===== config.mk =====
export PLATFORM = sky130hd
export DESIGN_NAME = gmii_tx_sched
export DESIGN_NICKNAME = d
export VERILOG_FILES = /design/src/rtl/gmii_pkt_pkg.sv /design/src/rtl/gmii_len_calc.sv /design/src/rtl/gmii_tx_sched.sv
export SDC_FILE = /design/constraint.sdc
export NUM_CORES = 1
export LEC_CHECK = 0
export CAP_MARGIN = 10
export CORE_UTILIZATION = 45
export DETAILED_ROUTE_END_ITERATION = 8
export PLACE_DENSITY = 0.71
export SYNTH_ARGS = -nofsm -noshare
export SYNTH_HDL_FRONTEND = slang
export SYNTH_SLANG_ARGS = --single-unit

===== constraint.sdc =====
create_clock -name tx_clk -period 4.95 [get_ports tx_clk]
set_input_delay 0.99 -clock tx_clk [delete_from_list [all_inputs] [get_ports tx_clk]]
set_output_delay 0.99 -clock tx_clk [all_outputs]
set_load 0.02 [all_outputs]

===== src/rtl/gmii_pkt_pkg.sv =====
// Shared packet codes, length bases and scheduler state encoding for the
// GMII transmit path (scheduler and transmitter).
package gmii_pkt_pkg;

    localparam logic [7:0] PKT_VIDEO = 8'h00;
    localparam logic [7:0] PKT_AUDIO = 8'h01;
    localparam logic [7:0] PKT_VIDAX = 8'h02;

    localparam int AUXSIZE     = 34;
    localparam int VID_IP_LEN  = 1231;
    localparam int VID_UDP_LEN = 1211;
    localparam int AUD_IP_LEN  = 43;
    localparam int AUD_UDP_LEN = 9;

    typedef enum logic [1:0] {
        ST_IDLE  = 2'd0,
        ST_GRANT = 2'd1,
        ST_BUSY  = 2'd2,
        ST_GAP   = 2'd3
    } sched_state_t;

endpackage


===== src/rtl/gmii_len_calc.sv =====
// IP/UDP length calculation for a scheduled frame from its type and
// AUX entry count.
module gmii_len_calc
    import gmii_pkt_pkg::*;
#(
    parameter int AUX_BYTES = AUXSIZE,
    parameter int VID_IP    = VID_IP_LEN,
    parameter int VID_UDP   = VID_UDP_LEN,
    parameter int AUD_IP    = AUD_IP_LEN,
    parameter int AUD_UDP   = AUD_UDP_LEN
) (
    input  logic [7:0]  pkt_type,
    input  logic [4:0]  n,
    output logic [15:0] ip_length,
    output logic [15:0] udp_length
);

    logic [15:0] aux_bytes;

    // 31 entries of AUX_BYTES always fits in 16 bits
    assign aux_bytes = 16'(AUX_BYTES * int'(n));

    always_comb begin
        ip_length  = 16'd0;
        udp_length = 16'd0;
        case (pkt_type)
            PKT_VIDEO: begin
                ip_length  = 16'(VID_IP);
                udp_length = 16'(VID_UDP);
            end
            PKT_VIDAX: begin
                ip_length  = 16'(VID_IP) + aux_bytes;
                udp_length = 16'(VID_UDP) + aux_bytes;
            end
            PKT_AUDIO: begin
                ip_length  = 16'(AUD_IP) + aux_bytes;
                udp_length = 16'(AUD_UDP) + aux_bytes;
            end
            default: begin
                ip_length  = 16'd0;
                udp_length = 16'd0;
            end
        endcase
    end

endmodule


===== src/rtl/gmii_tx_sched.sv =====
// Frame scheduler ahead of the GMII transmitter: picks VIDEO, AUDIO or
// VIDAX per frame, then waits for completion and the inter-frame gap.
module gmii_tx_sched
    import gmii_pkt_pkg::*;
#(
    parameter int AUDIOMAX    = 20,
    parameter int AUX_BYTES   = AUXSIZE,
    parameter int VID_IP      = VID_IP_LEN,
    parameter int VID_UDP     = VID_UDP_LEN,
    parameter int AUD_IP      = AUD_IP_LEN,
    parameter int AUD_UDP     = AUD_UDP_LEN,
    parameter int AUD_THRESH  = 8,
    parameter int AUD_TIMEOUT = 4096,
    parameter int DONE_TMO    = 4095,
    parameter int GAP_CYC     = 12
) (
    input  logic        tx_clk,
    input  logic        sys_rst,
    input  logic        en,
    input  logic        vid_rdy,
    input  logic [4:0]  aud_level,
    input  logic        tx_done,
    output logic        grant,
    output logic [7:0]  pkt_type,
    output logic [4:0]  grant_ade,
    output logic [15:0] ip_length,
    output logic [15:0] udp_length,
    output logic        busy,
    output logic        err_tmo
);

    localparam int AGE_W = $clog2(AUD_TIMEOUT + 1);
    localparam int TMO_W = $clog2(DONE_TMO + 1);
    localparam int GAP_W = $clog2(GAP_CYC + 1);

    localparam logic [4:0]       AMAX  = 5'(AUDIOMAX);
    localparam logic [4:0]       THR   = 5'(AUD_THRESH);
    localparam logic [AGE_W-1:0] AGE_MAX = AGE_W'(AUD_TIMEOUT);
    localparam logic [TMO_W-1:0] TMO_LAST = TMO_W'(DONE_TMO - 1);
    localparam logic [GAP_W-1:0] GAP_LAST = GAP_W'(GAP_CYC - 1);

    sched_state_t     state;
    logic [AGE_W-1:0] age;
    logic [TMO_W-1:0] tmo_cnt;
    logic [GAP_W-1:0] gap_cnt;

    logic        dec_hit;
    logic [7:0]  dec_type;
    logic [4:0]  dec_n;
    logic [4:0]  n_clamp;
    logic        aud_stale;
    logic [15:0] dec_ip;
    logic [15:0] dec_udp;

    assign n_clamp   = (aud_level > AMAX) ? AMAX : aud_level;
    assign aud_stale = (aud_level != 5'd0) && (age >= AGE_MAX);

    // Starved audio beats video; video carries any pending audio along
    always_comb begin
        dec_hit  = 1'b0;
        dec_type = PKT_VIDEO;
        dec_n    = 5'd0;
        if (aud_stale) begin
            dec_hit  = 1'b1;
            dec_type = PKT_AUDIO;
            dec_n    = n_clamp;
        end else if (vid_rdy) begin
            dec_hit  = 1'b1;
            dec_type = (aud_level == 5'd0) ? PKT_VIDEO : PKT_VIDAX;
            dec_n    = n_clamp;
        end else if (aud_level >= THR) begin
            dec_hit  = 1'b1;
            dec_type = PKT_AUDIO;
            dec_n    = n_clamp;
        end
    end

    gmii_len_calc #(
        .AUX_BYTES (AUX_BYTES),
        .VID_IP    (VID_IP),
        .VID_UDP   (VID_UDP),
        .AUD_IP    (AUD_IP),
        .AUD_UDP   (AUD_UDP)
    ) u_len (
        .pkt_type   (dec_type),
        .n          (dec_n),
        .ip_length  (dec_ip),
        .udp_length (dec_udp)
    );

    always_ff @(posedge tx_clk) begin
        if (sys_rst) begin
            state      <= ST_IDLE;
            pkt_type   <= 8'd0;
            grant_ade  <= 5'd0;
            ip_length  <= 16'd0;
            udp_length <= 16'd0;
            err_tmo    <= 1'b0;
            age        <= '0;
            tmo_cnt    <= '0;
            gap_cnt    <= '0;
        end else begin
            if ((state == ST_GRANT && grant_ade != 5'd0) ||
                aud_level == 5'd0) begin
                age <= '0;
            end else if (age < AGE_MAX) begin
                age <= age + 1'b1;
            end

            unique case (state)
                ST_IDLE: begin
                    if (en && dec_hit) begin
                        pkt_type   <= dec_type;
                        grant_ade  <= dec_n;
                        ip_length  <= dec_ip;
                        udp_length <= dec_udp;
                        state      <= ST_GRANT;
                    end
                end
                ST_GRANT: begin
                    tmo_cnt <= '0;
                    state   <= ST_BUSY;
                end
                ST_BUSY: begin
                    if (tx_done) begin
                        gap_cnt <= '0;
                        state   <= ST_GAP;
                    end else if (tmo_cnt == TMO_LAST) begin
                        err_tmo <= 1'b1;
                        gap_cnt <= '0;
                        state   <= ST_GAP;
                    end else begin
                        tmo_cnt <= tmo_cnt + 1'b1;
                    end
                end
                ST_GAP: begin
                    if (gap_cnt == GAP_LAST) begin
                        state <= ST_IDLE;
                    end else begin
                        gap_cnt <= gap_cnt + 1'b1;
                    end
                end
                default: state <= ST_IDLE;
            endcase
        end
    end

    assign grant = (state == ST_GRANT);
    assign busy  = (state != ST_IDLE);

endmodule

==> results of run 1 <==
[metal layers]
metal / wire [µm] / global-route usage / share of wire / vias up
li1: - / - / - / 1713
met1: 4207 / 0.2700 / 0.45 / 1605
met2: 4505 / 0.3635 / 0.48 / 85
met3: 438 / 0.05233 / 0.047 / 20
met4: 254 / 0.1205 / 0.027 / 0
met5: 0 / 0 / 0 / -
[cells in the final DEF, fill, tap and decap left out, types with 16 or more instances in the layout]
| cell | count |
|---|---|
| nor2_1 | 46 |
| clkdlybuf4s50_1 | 43 |
| xnor2_1 | 16 |
| a21oi_1 | 28 |
| nand2_1 | 42 |
| xor2_1 | 16 |
| ha_1 | 26 |
| o21ai_0 | 25 |
| dfxtp_1 | 62 |
| inv_1 | 18 |
[synth_stat cells, drive strengths merged (2+ instances only)]
library cell,count
clkbuf,16
a22oi,2
nor2b,5
a21oi,28
a221oi,5
o2111ai,4
ha,26
a31oi,10
nand2,42
o21a,4
or4b,2
a21boi,3
or3,7
xor2,16
xnor2,16
and2,11
o211ai,5
a211oi,5
nand3,15
dfxtp,62
o22a,2
o21ai,25
and3,5
and4,3
or4,4
o31a,3
nand2b,7
a222oi,2
o22ai,2
nand4b,2
mux2i,2
buf,22
nand4,6
inv,18
nand3b,7
nor3,8
nor2,46
[path summary, 6_finish.rpt]
kind              slack, ps            end          from
setup / recovery        520  ip_length[10]  aud_level[3]
hold / removal          460    pkt_type[1]   pkt_type[1]
setup reg to reg       1350  ip_length[10]       age[12]
hold reg to reg         460    pkt_type[1]   pkt_type[1]
[through the flow]
| step | instances | power [µW] | instance area [µm²] |
|---|---|---|---|
| 5_1_grt | 617 | 1773 | 4526 |
| 4_1_cts | 617 | 1697 | 4526 |
| 6_report | 617 | 1688 | 4526 |
| 3_3_place_gp | 601 | 1163 | 4295 |
| 3_5_place_dp | 601 | 1173 | 4295 |
| 2_1_floorplan | 482 | 981.6 | 3892 |
[cell type report]
class / instances / share of cell area
multi-input combinational: 363 / 0.5200
sequential: 62 / 0.2743
timing repair buffer: 52 / 0.1100
clock buffer: 10 / 0.03041
tap: 105 / 0.02903
clock inverter: 6 / 0.02046
inverter: 19 / 0.01576
[worst max-delay path, cell delays in order]
cell,delay (ps)
clkdlybuf4s50_1,570
or3_4,500
o21ai_0,230
inv_1,100
ha_1,210
ha_1,360
ha_1,380
or2_2,300
a21oi_1,180
a21oi_1,110
nor4b_1,210
or4_1,510
[flip-flops by register name, indices dropped and copies added (netlist names)]
signal      cells
ip_length      12
tmo_cnt        12
grant_ade       5
age            13
gap_cnt         4
udp_length     11
err_tmo         1
state           2
pkt_type        2
[cell families (layout without fill, tap and decap cells)]
group,after synthesis,count (layout)
fa+ha+maj,27,27
flops,62,62
compound gates,110,110
buf+inv,57,87
other cells,1,15
mux,3,3
simple gates,176,176
xor+xnor,32,32
[where the power goes]
group	total, µW	switching [µW]	internal [µW]
Combinational	576	347	230
Sequential	589	37.2	551
Clock	523	223	300
==> flow_metrics.tcl, run 1 <==
set metrics [dict create \
    netlist.area_leader.share 0.3232 \
    worstSkewPairLatency_ps 360 \
    hp-class "flop to flop" \
    synth_area_leaders "dfxtp_1 (32%), ha_1 (8.5%), nor2_1 (4.5%)" \
    min_period_ps 4431 \
    ys_async_sr_fraction 0 \
    ys.warnings.count 0 \
    grt_pass1_wl_um 15340 \
    maxCapViolCount 0 \
    synth_edf_count 0 \
    clock_path_buffers 2 \
    synth_ff_type "dfxtp_1" \
    ff_latch_area_um2 1241 \
    htreeDepth 3 \
    worst-r2r-cell-count 10 \
    coreArea_um2 8217 \
    grt_pass1_vias 3234 \
    finalHoldViolations 0 \
    layout.nets 544 \
    synth_cell_type_count 65 \
    antenna_found_initial 0 \
    path_clk_slew_ps 80 \
    dp_hpwl_um 6926 \
    tightest_slew_ps 715.2 \
    start_util 0.4673 \
    globalplace.congestion 1.018 \
    viasPerCell 5.548 \
    synthSimpleGateAreaFrac 0.2346 \
    antenna_cells 0 \
    cts_tree "done" \
    post-cts-setup-buffers 0 \
    fmax_ghz 0.2257 \
    setup_tns_ps 0 \
    arrival_ps 4660 \
    synthToLayoutAreaGrowth_pct 17.86 \
    grt_max_degree 47 \
    drt-total-wl_um 9405 \
    yosys_register_bits 62 \
    io_buffers 43 \
    layout-drive-gt1-share 0.06250 \
    boundaryPins 58 \
    nFillCells 764 \
    overflow 0 \
    route.detailed.wl_per_inst_um 15.24 \
    p_leak_uw 0.001709 \
    yosysTopAreaCell "dfxtp_1" \
    dieArea_um2 8907 \
    die-height_um 94.38 \
    numCtsBuffers 9 \
    syn_inst 468 \
    drv_slew 0 \
    ir_drop_v 0.0001821 \
    synth_compound_area_frac 0.1926 \
    holdBufCountCts 0 \
    power_density_nw_per_um2 373.1 \
    status "complete, no violations" \
    drt_iter0_markers 125 \
    timing.hold.ws_ps 455.5 \
    worstPathRequired_ps 5180 \
    groute.usage.overall 0.2228 \
    setup_ws_ps 519.0 \
    crit_fanout 9 \
    ys_seq_area_frac 0.3232 \
    pre_cts_slack_ps 214.9 \
    cts_sinks 62 \
    cts-resized-gates 0 \
    synth_fa_ha_area_frac 0.08993 \
    crit_path_end_kind "flop" \
    synth_xor_xnor_area_share 0.07299 \
    hold_depth 2 \
    syn_avg_cell_area_um2 8.205 \
    synth_top_family_by_area "simple AND/OR/NAND/NOR gates" \
    antenna_left 0 \
    multi_input_area_um2 2354 \
    rsz0062_at_grt "false" \
    cts_root_buf "clkbuf_8" \
    max_slew_margin 0.5222 \
    skew_ps 12.07 \
    drt-pass1-iter-count 5 \
    startpoint_type "input pin" \
    final_util 0.5508 \
    synth_mux_area_frac 0.008146 \
    drc 0 \
    vias 3423 \
    netlist_area_um2 3840 \
    setup_viol 0 \
    rows 33 \
    worstSetupPathType "input pin to flop" \
    post-route-period-util 0.8952 \
    fp.dieW_um 94.38 \
]
(Power assumes the default switching activity.)
==> inputs of run 2 (changes only) <==
Settings changed: SETUP_SLACK_MARGIN from default to 0.5.
Clock period 4.95 ns to 4.2 ns, I/O delays scaled along.
==> flow_metrics.tcl, run 2 (synthesized netlist as in run 1, its figures left out) <==
set metrics [dict create \
    htreeDepth 3 \
    p_leak_uw 0.001794 \
    met2_length_um 4580 \
    crit_fanout 6 \
    startpoint_type "input pin" \
    boundaryPins 58 \
    path_clk_slew_ps 70 \
    cp_top_family "simple AND/OR/NAND/NOR gates" \
    status "complete, no violations" \
    min_from "udp_length[1]" \
    slowest_delay_ps 650 \
    viasPerCell 5.554 \
    drt-pass1-iter-count 5 \
    final_util 0.5665 \
    timing.hold.ws_ps 454.7 \
    antenna_cells 0 \
    layout.nets 553 \
    worstSetupStartpoint "vid_rdy" \
    p_int_uw 1236 \
    drt_iter0_markers 116 \
    rows 33 \
    io_buffers 43 \
    skew_ps 4.562 \
    layout_commonest_cell "dfxtp_1" \
    cts_root_buf "clkbuf_8" \
    worstSkewPairLatency_ps 330 \
    cts_sinks 62 \
    rsz0062_at_grt "false" \
    vias 3477 \
    grt_max_degree 35 \
    hp-class "flop to flop" \
    min_period_ps 3630 \
    globalplace.congestion 0.9392 \
    max_slew_margin 0.4867 \
    dieArea_um2 8907 \
    overflow 0 \
    setup_viol 0 \
    largest_register_ffs 13 \
    crit_slowest_cell "or4b_2" \
    arrival_ps 3910 \
    antenna_left 0 \
    antenna_found_initial 0 \
    cp_cell_sequence "clkdlybuf4s50_1, or3_4, o21ai_4, inv_1, ha_1, ha_4, ha_4, or2_2, a21oi_2, a21oi_2, or4b_2, nand3_1" \
    layout_common_cells "dfxtp_1 (62), nor2_1 (46), nand2_1 (42)" \
    dp_hpwl_um 7063 \
    finalHoldViolations 0 \
    setup_tns_ps 0 \
    cts_tree "done" \
    fp.dieW_um 94.38 \
    seq_power_share 0.362 \
    ir_drop_v 0.0001691 \
    start_util 0.4673 \
    synthToLayoutAreaGrowth_pct 21.21 \
    power_density_nw_per_um2 412.9 \
    wl_met1_um 4253 \
    reg2reg_from "age[12]" \
    p_clk_frac 0.277 \
    reg_top3 "age x13, ip_length x12, tmo_cnt x12" \
    holdBufCountCts 0 \
    grt_pass1_vias 3271 \
    maxUsedRoutingLayer "met4" \
    tightest_slew_ps 768.3 \
    p_sw_uw 686.4 \
    power_frac_comb 0.361 \
    maxCapViolCount 0 \
    route.detailed.wl_per_inst_um 15.24 \
    layout-drive-gt1-share 0.09789 \
    worstSetupPathType "input pin to flop" \
    fmax_ghz 0.2755 \
    netSwitchingFraction 0.3571 \
    drv_slew 0 \
    path_buf_inv 2 \
    drc 0 \
    worstPathRequired_ps 4480 \
    drt-total-wl_um 9539 \
    numCtsBuffers 9 \
    crit_path_end_kind "flop" \
    post-route-period-util 0.8644 \
    die-height_um 94.38 \
    regMostFlops "age" \
    groute.usage.overall 0.2246 \
    pre_cts_slack_ps 65.25 \
    setup_ws_ps 569.7 \
    clock_path_buffers 2 \
    grt_pass1_wl_um 15610 \
    wl_met3_um 435 \
    coreArea_um2 8217 \
]
## run 2: layout make-up
type | count | area, µm²
clock buffers | 12 | 155.1
clock inverters | 4 | 45.04
fillers | 763 | 3562
inverters | 19 | 71.32
multi-input cells | 363 | 2436
flip-flops and latches | 62 | 1241
well taps | 105 | 131.4
repair buffers | 61 | 574.3
## run 2: stage by stage
stage | std cells | instance area [µm²] | power, µW
global route | 626 | 4654 | 2038
floorplan | 482 | 3929 | 1163
finish | 626 | 4654 | 1922
detailed placement | 608 | 4384 | 1387
global placement | 608 | 4384 | 1377
CTS | 624 | 4596 | 1928
## run 2: final timing paths
kind                                      end  slack (ps)  depth (start not counted)
worst max-delay path             ip_length[8]         570                         12
worst min-delay path            udp_length[1]         450                          2
worst max register to register   ip_length[8]        1040                         10
worst min register to register  udp_length[1]         450                          2
## run 2: routing by layer
metal,up-vias,track usage
met2,101,0.3557
met1,1630,0.2894
met3,21,0.03945
met5,-,0
li1,1725,-
met4,0,0.1218
## run 2: power by group through the flow
stage | sequential, µW | combinational, µW | clock, µW
floorplan | 753 | 410 | 0
global placement | 707 | 670 | 0
detailed placement | 708 | 679 | 0
CTS | 695 | 686 | 547
global route | 703 | 761 | 574
finish | 695 | 694 | 533
## run 2: worst register-to-register path, delay by kind of cell, from the launching register on
kind                     cells  cell delay [ps]
AND/OR/NAND/NOR              5             1770
adder cells (fa/ha/maj)      2              560
flip-flops                   1              430
AO/OA/AOI/OAI                2              210
buffers and inverters        1              140
## run 2: what timing repair did
item,CTS,global route
endpoints found under the setup margin,2,8
pin swaps,0,2
setup buffers,0,2
resized for setup,5,11
hold endpoints to repair,0,0
gates cloned,0,0
